==> src/rtl/alarm_ctrl_pkg.sv <==
// alarm_ctrl_pkg: shared types and constants for the alarm stage.
//   state_t     - alarm FSM states
//   MODE_*      - set_mode output encodings seen by the display stage
//   HOUR_MAX / MIN_MAX - packed-BCD wrap limits for the alarm fields
package alarm_ctrl_pkg;

  typedef enum logic [2:0] {
    ST_IDLE,
    ST_SET_H,
    ST_SET_M,
    ST_RING,
    ST_SNOOZE
  } state_t;

  localparam logic [1:0] MODE_NORMAL = 2'd0;
  localparam logic [1:0] MODE_SET_H  = 2'd1;
  localparam logic [1:0] MODE_SET_M  = 2'd2;

  localparam logic [7:0] HOUR_MAX = 8'h23;
  localparam logic [7:0] MIN_MAX  = 8'h59;

endpackage

==> src/rtl/alarm_ctrl_bcd_inc_wrap.sv <==
// bcd_inc_wrap: combinational packed-BCD increment with wrap to 00.
//   val  in  8  current value, packed BCD ([7:4] tens, [3:0] ones)
//   max  in  8  largest legal value; val==max wraps to 8'h00
//   nxt  out 8  val + 1 in BCD, or 00 after max
module bcd_inc_wrap (
  input  logic [7:0] val,
  input  logic [7:0] max,
  output logic [7:0] nxt
);

  always_comb begin
    nxt = 8'h00;
    if (val == max)
      nxt = 8'h00;
    else if (val[3:0] == 4'd9)
      nxt = {val[7:4] + 4'd1, 4'd0};   // ones roll over into tens
    else
      nxt = {val[7:4], val[3:0] + 4'd1};
  end

endmodule

==> src/rtl/alarm_ctrl.sv <==
// alarm_ctrl: alarm stage downstream of the BCD time-of-day counters.
// Holds the alarm time, runs a button-driven set mode, rings a gated
// buzzer with auto-timeout and supports snooze.
//   clk, reset       - clock, synchronous active-high reset
//   tick_1s          - one-clk pulse per second
//   bcd_s/m/h [9:0]  - current time, packed BCD in [7:0], [9:8] zero
//   alarm_en         - level, alarm armed when high
//   btn_set/inc/stop - one-clk debounced button pulses
//   alarm_h/m [7:0]  - alarm time, packed BCD
//   set_mode  [1:0]  - 0 normal, 1 setting hour, 2 setting minute
//   ringing          - high while in RING
//   buzzer           - gated tone enable, 1 s on / 1 s off while ringing
module alarm_ctrl
  import alarm_ctrl_pkg::*;
#(
  parameter logic [7:0] ALARM_H_INIT = 8'h07,
  parameter logic [7:0] ALARM_M_INIT = 8'h00,
  parameter int         RING_SEC     = 60,
  parameter int         SNOOZE_SEC   = 300
) (
  input  logic       clk,
  input  logic       reset,
  input  logic       tick_1s,
  input  logic [9:0] bcd_s,
  input  logic [9:0] bcd_m,
  input  logic [9:0] bcd_h,
  input  logic       alarm_en,
  input  logic       btn_set,
  input  logic       btn_inc,
  input  logic       btn_stop,
  output logic [7:0] alarm_h,
  output logic [7:0] alarm_m,
  output logic [1:0] set_mode,
  output logic       ringing,
  output logic       buzzer
);

  localparam logic [7:0] RING_LAST   = 8'(RING_SEC - 1);
  localparam logic [9:0] SNOOZE_LOAD = 10'(SNOOZE_SEC);

  state_t     state;
  logic [7:0] ring_cnt;
  logic [9:0] snooze_cnt;
  logic       match, match_d, trigger;
  logic [7:0] h_next, m_next;

  // Upper BCD bits are always zero by construction of the counters.
  logic unused_hi;
  assign unused_hi = &{1'b0, bcd_s[9:8], bcd_m[9:8], bcd_h[9:8]};

  // Rising edge of match only: one trigger per alarm minute, and editing
  // the alarm to the current time mid-minute never fires (seconds != 00).
  assign match   = (bcd_h[7:0] == alarm_h) && (bcd_m[7:0] == alarm_m) &&
                   (bcd_s[7:0] == 8'h00);
  assign trigger = match && !match_d && alarm_en;

  bcd_inc_wrap u_inc_h (.val(alarm_h), .max(HOUR_MAX), .nxt(h_next));
  bcd_inc_wrap u_inc_m (.val(alarm_m), .max(MIN_MAX),  .nxt(m_next));

  always_ff @(posedge clk) begin
    if (reset) begin
      state      <= ST_IDLE;
      alarm_h    <= ALARM_H_INIT;
      alarm_m    <= ALARM_M_INIT;
      set_mode   <= MODE_NORMAL;
      ringing    <= 1'b0;
      buzzer     <= 1'b0;
      ring_cnt   <= 8'd0;
      snooze_cnt <= 10'd0;
      match_d    <= 1'b0;
    end else begin
      match_d <= match;
      case (state)
        ST_IDLE: begin
          if (!btn_stop && btn_set) begin
            state    <= ST_SET_H;
            set_mode <= MODE_SET_H;
          end else if (trigger) begin
            state    <= ST_RING;
            ring_cnt <= 8'd0;
            ringing  <= 1'b1;
            buzzer   <= 1'b1;
          end
        end

        ST_SET_H: begin
          if (btn_stop) begin
            state    <= ST_IDLE;
            set_mode <= MODE_NORMAL;
          end else if (btn_set) begin
            state    <= ST_SET_M;
            set_mode <= MODE_SET_M;
          end else if (btn_inc) begin
            alarm_h <= h_next;
          end
        end

        ST_SET_M: begin
          if (btn_stop || btn_set) begin
            state    <= ST_IDLE;
            set_mode <= MODE_NORMAL;
          end else if (btn_inc) begin
            alarm_m <= m_next;
          end
        end

        ST_RING: begin
          if (btn_stop || !alarm_en) begin
            state   <= ST_IDLE;
            ringing <= 1'b0;
            buzzer  <= 1'b0;
          end else if (!btn_set && btn_inc) begin
            // btn_set outranks btn_inc but has no action while ringing
            state      <= ST_SNOOZE;
            snooze_cnt <= SNOOZE_LOAD;
            ringing    <= 1'b0;
            buzzer     <= 1'b0;
          end else if (tick_1s) begin
            if (ring_cnt == RING_LAST) begin
              state   <= ST_IDLE;
              ringing <= 1'b0;
              buzzer  <= 1'b0;
            end else begin
              ring_cnt <= ring_cnt + 8'd1;
              buzzer   <= ~buzzer;   // buzzer register doubles as tone phase
            end
          end
        end

        ST_SNOOZE: begin
          if (btn_stop || !alarm_en) begin
            state <= ST_IDLE;
          end else if (tick_1s) begin
            if (snooze_cnt == 10'd1) begin
              state    <= ST_RING;
              ring_cnt <= 8'd0;
              ringing  <= 1'b1;
              buzzer   <= 1'b1;
            end else begin
              snooze_cnt <= snooze_cnt - 10'd1;
            end
          end
        end

        default: begin
          state    <= ST_IDLE;
          set_mode <= MODE_NORMAL;
          ringing  <= 1'b0;
          buzzer   <= 1'b0;
        end
      endcase
    end
  end

endmodule

==> config.mk <==
export PLATFORM = sky130hd
export DESIGN_NAME = alarm_ctrl
export DESIGN_NICKNAME = d
export VERILOG_FILES = /design/src/rtl/alarm_ctrl_pkg.sv /design/src/rtl/alarm_ctrl_bcd_inc_wrap.sv /design/src/rtl/alarm_ctrl.sv
export SDC_FILE = /design/constraint.sdc
export NUM_CORES = 1
export LEC_CHECK = 0
export ABC_AREA = 1
export CAP_MARGIN = 40
export CELL_PAD_IN_SITES_DETAIL_PLACEMENT = 0
export CELL_PAD_IN_SITES_GLOBAL_PLACEMENT = 2
export CORE_UTILIZATION = 27
export CTS_CLUSTER_SIZE = 14
export DETAILED_ROUTE_END_ITERATION = 10
export PLACE_DENSITY_LB_ADDON = 0.1
export SLEW_MARGIN = 20
export SYNTH_ARGS = -nofsm -noshare
export SYNTH_HDL_FRONTEND = slang
export SYNTH_SLANG_ARGS = --single-unit
==> constraint.sdc <==
create_clock -name clk -period 1.9 [get_ports clk]
set_input_delay 0.57 -clock clk [delete_from_list [all_inputs] [get_ports clk]]
set_output_delay 0.57 -clock clk [all_outputs]
set_load 0.02 [all_outputs]
Yosys cells after proc, flatten, opt, wreduce, memory -nomap -nowiden
Index checks and enable logic that the tools add are counted.

Register bits after elaboration: 42. Input port bits: 37. Output and inout port bits: 20. Logic and storage cells: 137.

$add $sub $neg: 6. Eq/ne operators: 31. Muxes and demuxes: 53. Bitwise logic cells: 6. Reduce and logical (&&, ||, !) cells: 30.

Operators by type and width (count): two-way mux 8 bit (13); two-way mux 10 bit (5); two-way mux 3 bit (12); != test 2 bit, second input constant (13); case mux 8 bit (3 select lines) (1); case mux 10 bit (2 select lines) (1); adder 4 x 1 -> 4 bit, second input constant (4); equality test 8 x 6 -> 1 bit, second input constant (2); equality test 8 bit (2); case mux 3 bit (5 select lines) (1); AND reduction 7 bit (2); two-way mux 1 bit (13); != test 3 bit, second input constant (4); AND reduction 4 bit (3); equality test 10 x 1 -> 1 bit, second input constant (1); AND reduction 10 bit (1); subtractor 10 x 1 -> 10 bit, second input constant (1); adder 8 x 1 -> 8 bit, second input constant (1); equality test 4 bit, second input constant (2); equality test 8 x 7 -> 1 bit, second input constant (1); zero test 8 bit (1); two-way mux 2 bit (4); != test 4 bit, second input constant (2); case mux 1 bit (4 select lines) (2); 16 further kinds (34).

Longest topological paths before layout
Gate-level depths: netlist of run 1.

Depth after elaboration: 8. Gate-level depth with buffers: 12. Gate-level depth less buffers: 12.

Hierarchy
From an unflattened synthesis of run 1, not the netlist that was laid out.

Cells, all modules: 545. Area, all modules: 3115.5 µm².

By module, submodules not included: alarm_ctrl (instances 1, cells each 379, area each 2394.8 µm², sequential area each 840.8 µm²); bcd_inc_wrap (instances 2, cells each 83, area each 360.3 µm², sequential area each 0.0 µm²).

Worst setup path before layout of run 1
Ideal clock, no wire load.

Path kind: input-to-reg. Start point: input alarm_en. End point: register ring_cnt[1]. Setup time: 0.132 ns. Data arrival time: 1.646 ns. Data required time: 1.768 ns. Slack: 0.122 ns. Cell stages on the path: 11. Path buffers: 0. Cells stage by stage: inv_1 nor2_4 inv_2 nand2_2 nand2_2 inv_2 nand2_2 nor3_4 nand2_2 nand2_1 a21oi_1.

Longest elaborated chain between the ends: 4. Elaborated cells between the ends (all ways): 7. Classes of those cells: 3 x eq/ne; 4 x reduce/logical.

RTL lines: start: declaration (RTL line alarm_ctrl.sv:27) `input logic alarm_en,`; zero test 1 bit (RTL line alarm_ctrl.sv:108, alarm_ctrl.sv:131); logical OR 1 bit (RTL line alarm_ctrl.sv:108, alarm_ctrl.sv:131); != test 2 bit (no source line); AND reduction 10 bit (no source line) (*); end signal: assignment (RTL line alarm_ctrl.sv:124) `ring_cnt <= ring_cnt + 8'd1;`; end: declaration (RTL line alarm_ctrl.sv:42) `logic [7:0] ring_cnt;`.

Mark *: on every way between the ends. The rest lies on a longest branch, timed or not. A chain may end at the register's enable or synchronous reset.

Final worst setup path of run 1
Start point: register alarm_h[7]. End point: output alarm_h[7].

RTL lines: start: declaration (RTL line alarm_ctrl.sv:31) `output logic [7:0] alarm_h,`; start signal: assignment (RTL line alarm_ctrl.sv:94) `alarm_h <= h_next;`.

No word-level cell between the ends.

==> summary.txt, run 1 <==
Fin. Hold Viols: 0
Post-Synth Adder-Cell Area: 5.236%
Reg2Reg Launch Point: ring_cnt[0]$_SDFFE_PP0P_
Worst VDD drop: 0.3362 mV
Post-Syn Nets: 442
Post-Syn Area per Cell: 6.672 um^2
Ports: 57
number of global-route vias before repair: 2615
pre-CTS setup slack: -556.7 ps
number of buffers and inverters on the critical path: 1
setup violators final: 0
RePlAce Congestion: 0.7619
yosys warns: 0
FF-to-FF setup slack: 150 ps
Max stage delay on crit path: 610 ps
Power Total: 3.013 mW
status: completed
switching part of the total power: 37.56%
critical-path cell list: clkdlybuf4s50_1
Worst-path clk slew: 80 ps
Post-CTS Hold Buffers: 0
Required @ worst endpoint: 1330 ps
FF-to-FF End: ring_cnt[1]$_SDFFE_PP0P_
Critical Path Fanout Max: 3
mux share of post-synthesis cell area: 0%
dpl hpwl: 5392 um
WL per Instance: 11.33 um
Crit path max-delay family: buffers and inverters
busiest grt layer: met2
Synth async-reset ratio: 0%
Synth Area in Compound Gates: 12.47%
Final Skew: 10.31 ps
CTS Root Cell: clkbuf_8
Seq/Total Area, Yosys: 31.98%
antenna viol nets, final: 0
input/output buffers: 50
M1 GR Usage: 18.71%
library cells used by synthesis: 36
worst relative slew slack: 65.93%
H-tree levels: 2
core footprint: 9328 um^2
Starting Density: 28.18%
share of total power in the clock network: 20.4%
total internal power: 1.882 mW
TritonCTS buffer count: 5
Setup WS post-layout: 69.95 ps
DRT iter0 DRCs: 69
DR pass1 iterations: 4
die area: 10130 um^2
largest family of logic cells by synthesized area: simple AND/OR/NAND/NOR gates
Seq pwr share: 33.6%
most frequent cells in the layout: 80 x nand2_1, 47 x nor2_1, 40 x dfxtp_1
Worst EP arrival: 1260 ps
drt total wl: 7048 um
CTS tree: yes
Worst setup SP type: flop
Final Max Tran Viols: 0
Worst Hold Class: flop to flop
number of diodes: 0
Leak: 1.864 nW
chip height: 100.7 um
Sw Pwr: 1.132 mW
number of max-cap violations: 0
first-pass GRT wire length: 11730 um
Final Cycle Share: 96.32%
xor and xnor fraction of the mapped netlist area: 4.998%
share of cells above drive strength 1: 24.34%
Area Overhead vs Synth: 48.31%
slew of the pin with the lowest slew margin: 507.2 ps
Cells after Synth: 394
Worst Setup SP: alarm_h[7]$_SDFFE_PP0P_
Synth Area in Simple Gates: 36.70%
Reg2Reg Depth: 12
PD cells: 772.8 nW/um^2
Mapped Area: 2629 um^2
Die Wd: 100.7 um
Synth Register Bits: 42
final net count: 540
met2 GRT Util: 24.71%
unrepaired setup endpoints after global routing: yes
Crit path depth: 1
clk_lat worst skew: 300 ps
fin crit period: 1830 ps
crit path to: alarm_h[7]
Max Freq: 546.4 MHz
Total GRT Usage: 14.45%
initial antenna violation count: 0
Post-synth EDFFs: 0
Clock Path Buffers: 2
Crit. End Element: output pin
maximum number of pins on one net before global-route repair: 13
commonest non-fill, non-tap cell in the layout: nand2_1
ys flop type: dfxtp_1
Sink Count: 42
DRC: 0
met3 GRT Util: 2.635%
detailed-route via count: 2701
Slowest cell on crit path: clkdlybuf4s50_1
critical path type: flop to output pin
total gr overflow: 0
row count: 35
Via-to-Cell Ratio: 4.342
combinational share of power: 46.0%
[routing by layer]
| layer | vias to the layer above | part of all wire, % |
|---|---|---|
| met5 | - | 0 |
| met4 | 0 | 0.89 |
| met3 | 5 | 3.6 |
| met2 | 38 | 46 |
| met1 | 1188 | 50 |
| li1 | 1470 | - |
[worst register-to-register path, delay by kind of cell, from the launching register on]
kind | cells | cell delay, ps
buffers and inverters | 3 | 280
AND/OR/NAND/NOR | 7 | 690
AO/OA/AOI/OAI | 1 | 120
adder cells (fa/ha/maj) | 1 | 250
flip-flops | 1 | 350
[how the worst min path moves through the flow]
stage | from | end | depth (start not counted)
after floorplan | snooze_cnt[9]$_SDFFE_PP0P_ | snooze_cnt[9]$_SDFFE_PP0P_ | 2
after global placement | set_mode[1]$_SDFFE_PP0P_ | set_mode[1]$_SDFFE_PP0P_ | 2
after detailed placement | set_mode[1]$_SDFFE_PP0P_ | set_mode[1]$_SDFFE_PP0P_ | 2
after CTS | set_mode[1]$_SDFFE_PP0P_ | set_mode[1]$_SDFFE_PP0P_ | 2
after global routing | set_mode[1]$_SDFFE_PP0P_ | set_mode[1]$_SDFFE_PP0P_ | 2
final | set_mode[1]$_SDFFE_PP0P_ | set_mode[1]$_SDFFE_PP0P_ | 2
[through the flow]
stage          TNS, ps  hold slack [ps]  util, %  area (um^2)  std cells
6_report             0            446.5    41.80         3899        622
5_1_grt         -53.55            494.5    41.80         3899        622
4_1_cts              0            454.4    39.70         3704        618
3_5_place_dp    -13060            440.6    38.16         3560        607
3_3_place_gp    -12970            432.1    38.16         3560        607
2_1_floorplan        0            444.7        -         2629        394
[power groups by stage]
stage | logic (mW) | clock network, mW | registers (mW)
after detailed placement | 1.10 | 0 | 1.03
after CTS | 1.26 | 0.654 | 1.01
after global placement | 1.11 | 0 | 1.03
final | 1.39 | 0.615 | 1.01
after global routing | 1.54 | 0.683 | 1.02
after floorplan | 0.578 | 0 | 1.07
[Yosys cell counts, drive strengths merged (7+ instances only)]
| cell type | instances | area (um^2) |
|---|---|---|
| nand2 | 92 | 367.9 |
| nor2 | 60 | 255.2 |
| inv | 56 | 210.2 |
| dfxtp | 42 | 840.8 |
| nand3 | 33 | 187.7 |
| a21oi | 31 | 155.2 |
| o21ai | 15 | 78.83 |
| ha | 11 | 137.6 |
| nor3 | 9 | 56.31 |
| nand4 | 8 | 56.30 |
| xor2 | 8 | 70.07 |
| xnor2 | 7 | 61.31 |
[sequential cells by signal, summed over array words and instances, names as in the netlist]
name	count
alarm_h	8
match_d	1
set_mode	2
ring_cnt	8
alarm_m	8
snooze_cnt	10
buzzer	1
ringing	1
state	3
[cells by family after synthesis]
group / count (synthesis)
xor+xnor: 15
simple gates: 208
buf+inv: 60
fa+ha+maj: 11
flops: 42
compound gates: 58
[timing repair]
| item | in CTS | in global routing |
|---|---|---|
| pin swaps | 24 | 38 |
| setup buffers | 4 | 4 |
| endpoints found under the setup margin | 30 | 19 |
| gates resized for setup | 44 | 47 |
[area by class of cell]
type	instances	area [um^2]
Clock buffer	7	86.33
Clock inverter	1	5.005
Fill cell	1008	5429
Inverter	56	210.2
Multi-Input combinational cell	292	1717
Sequential cell	42	843.3
Tap cell	129	161.4
Timing Repair Buffer	95	875.8
Power figures use the tool's default switching activity.
==> run 2: changes to the inputs <==
Settings changed: SKIP_LAST_GASP from default to 1.
==> results of run 2 <==
Same layout as run 1: the final DEF is identical, and so are final timing and power.
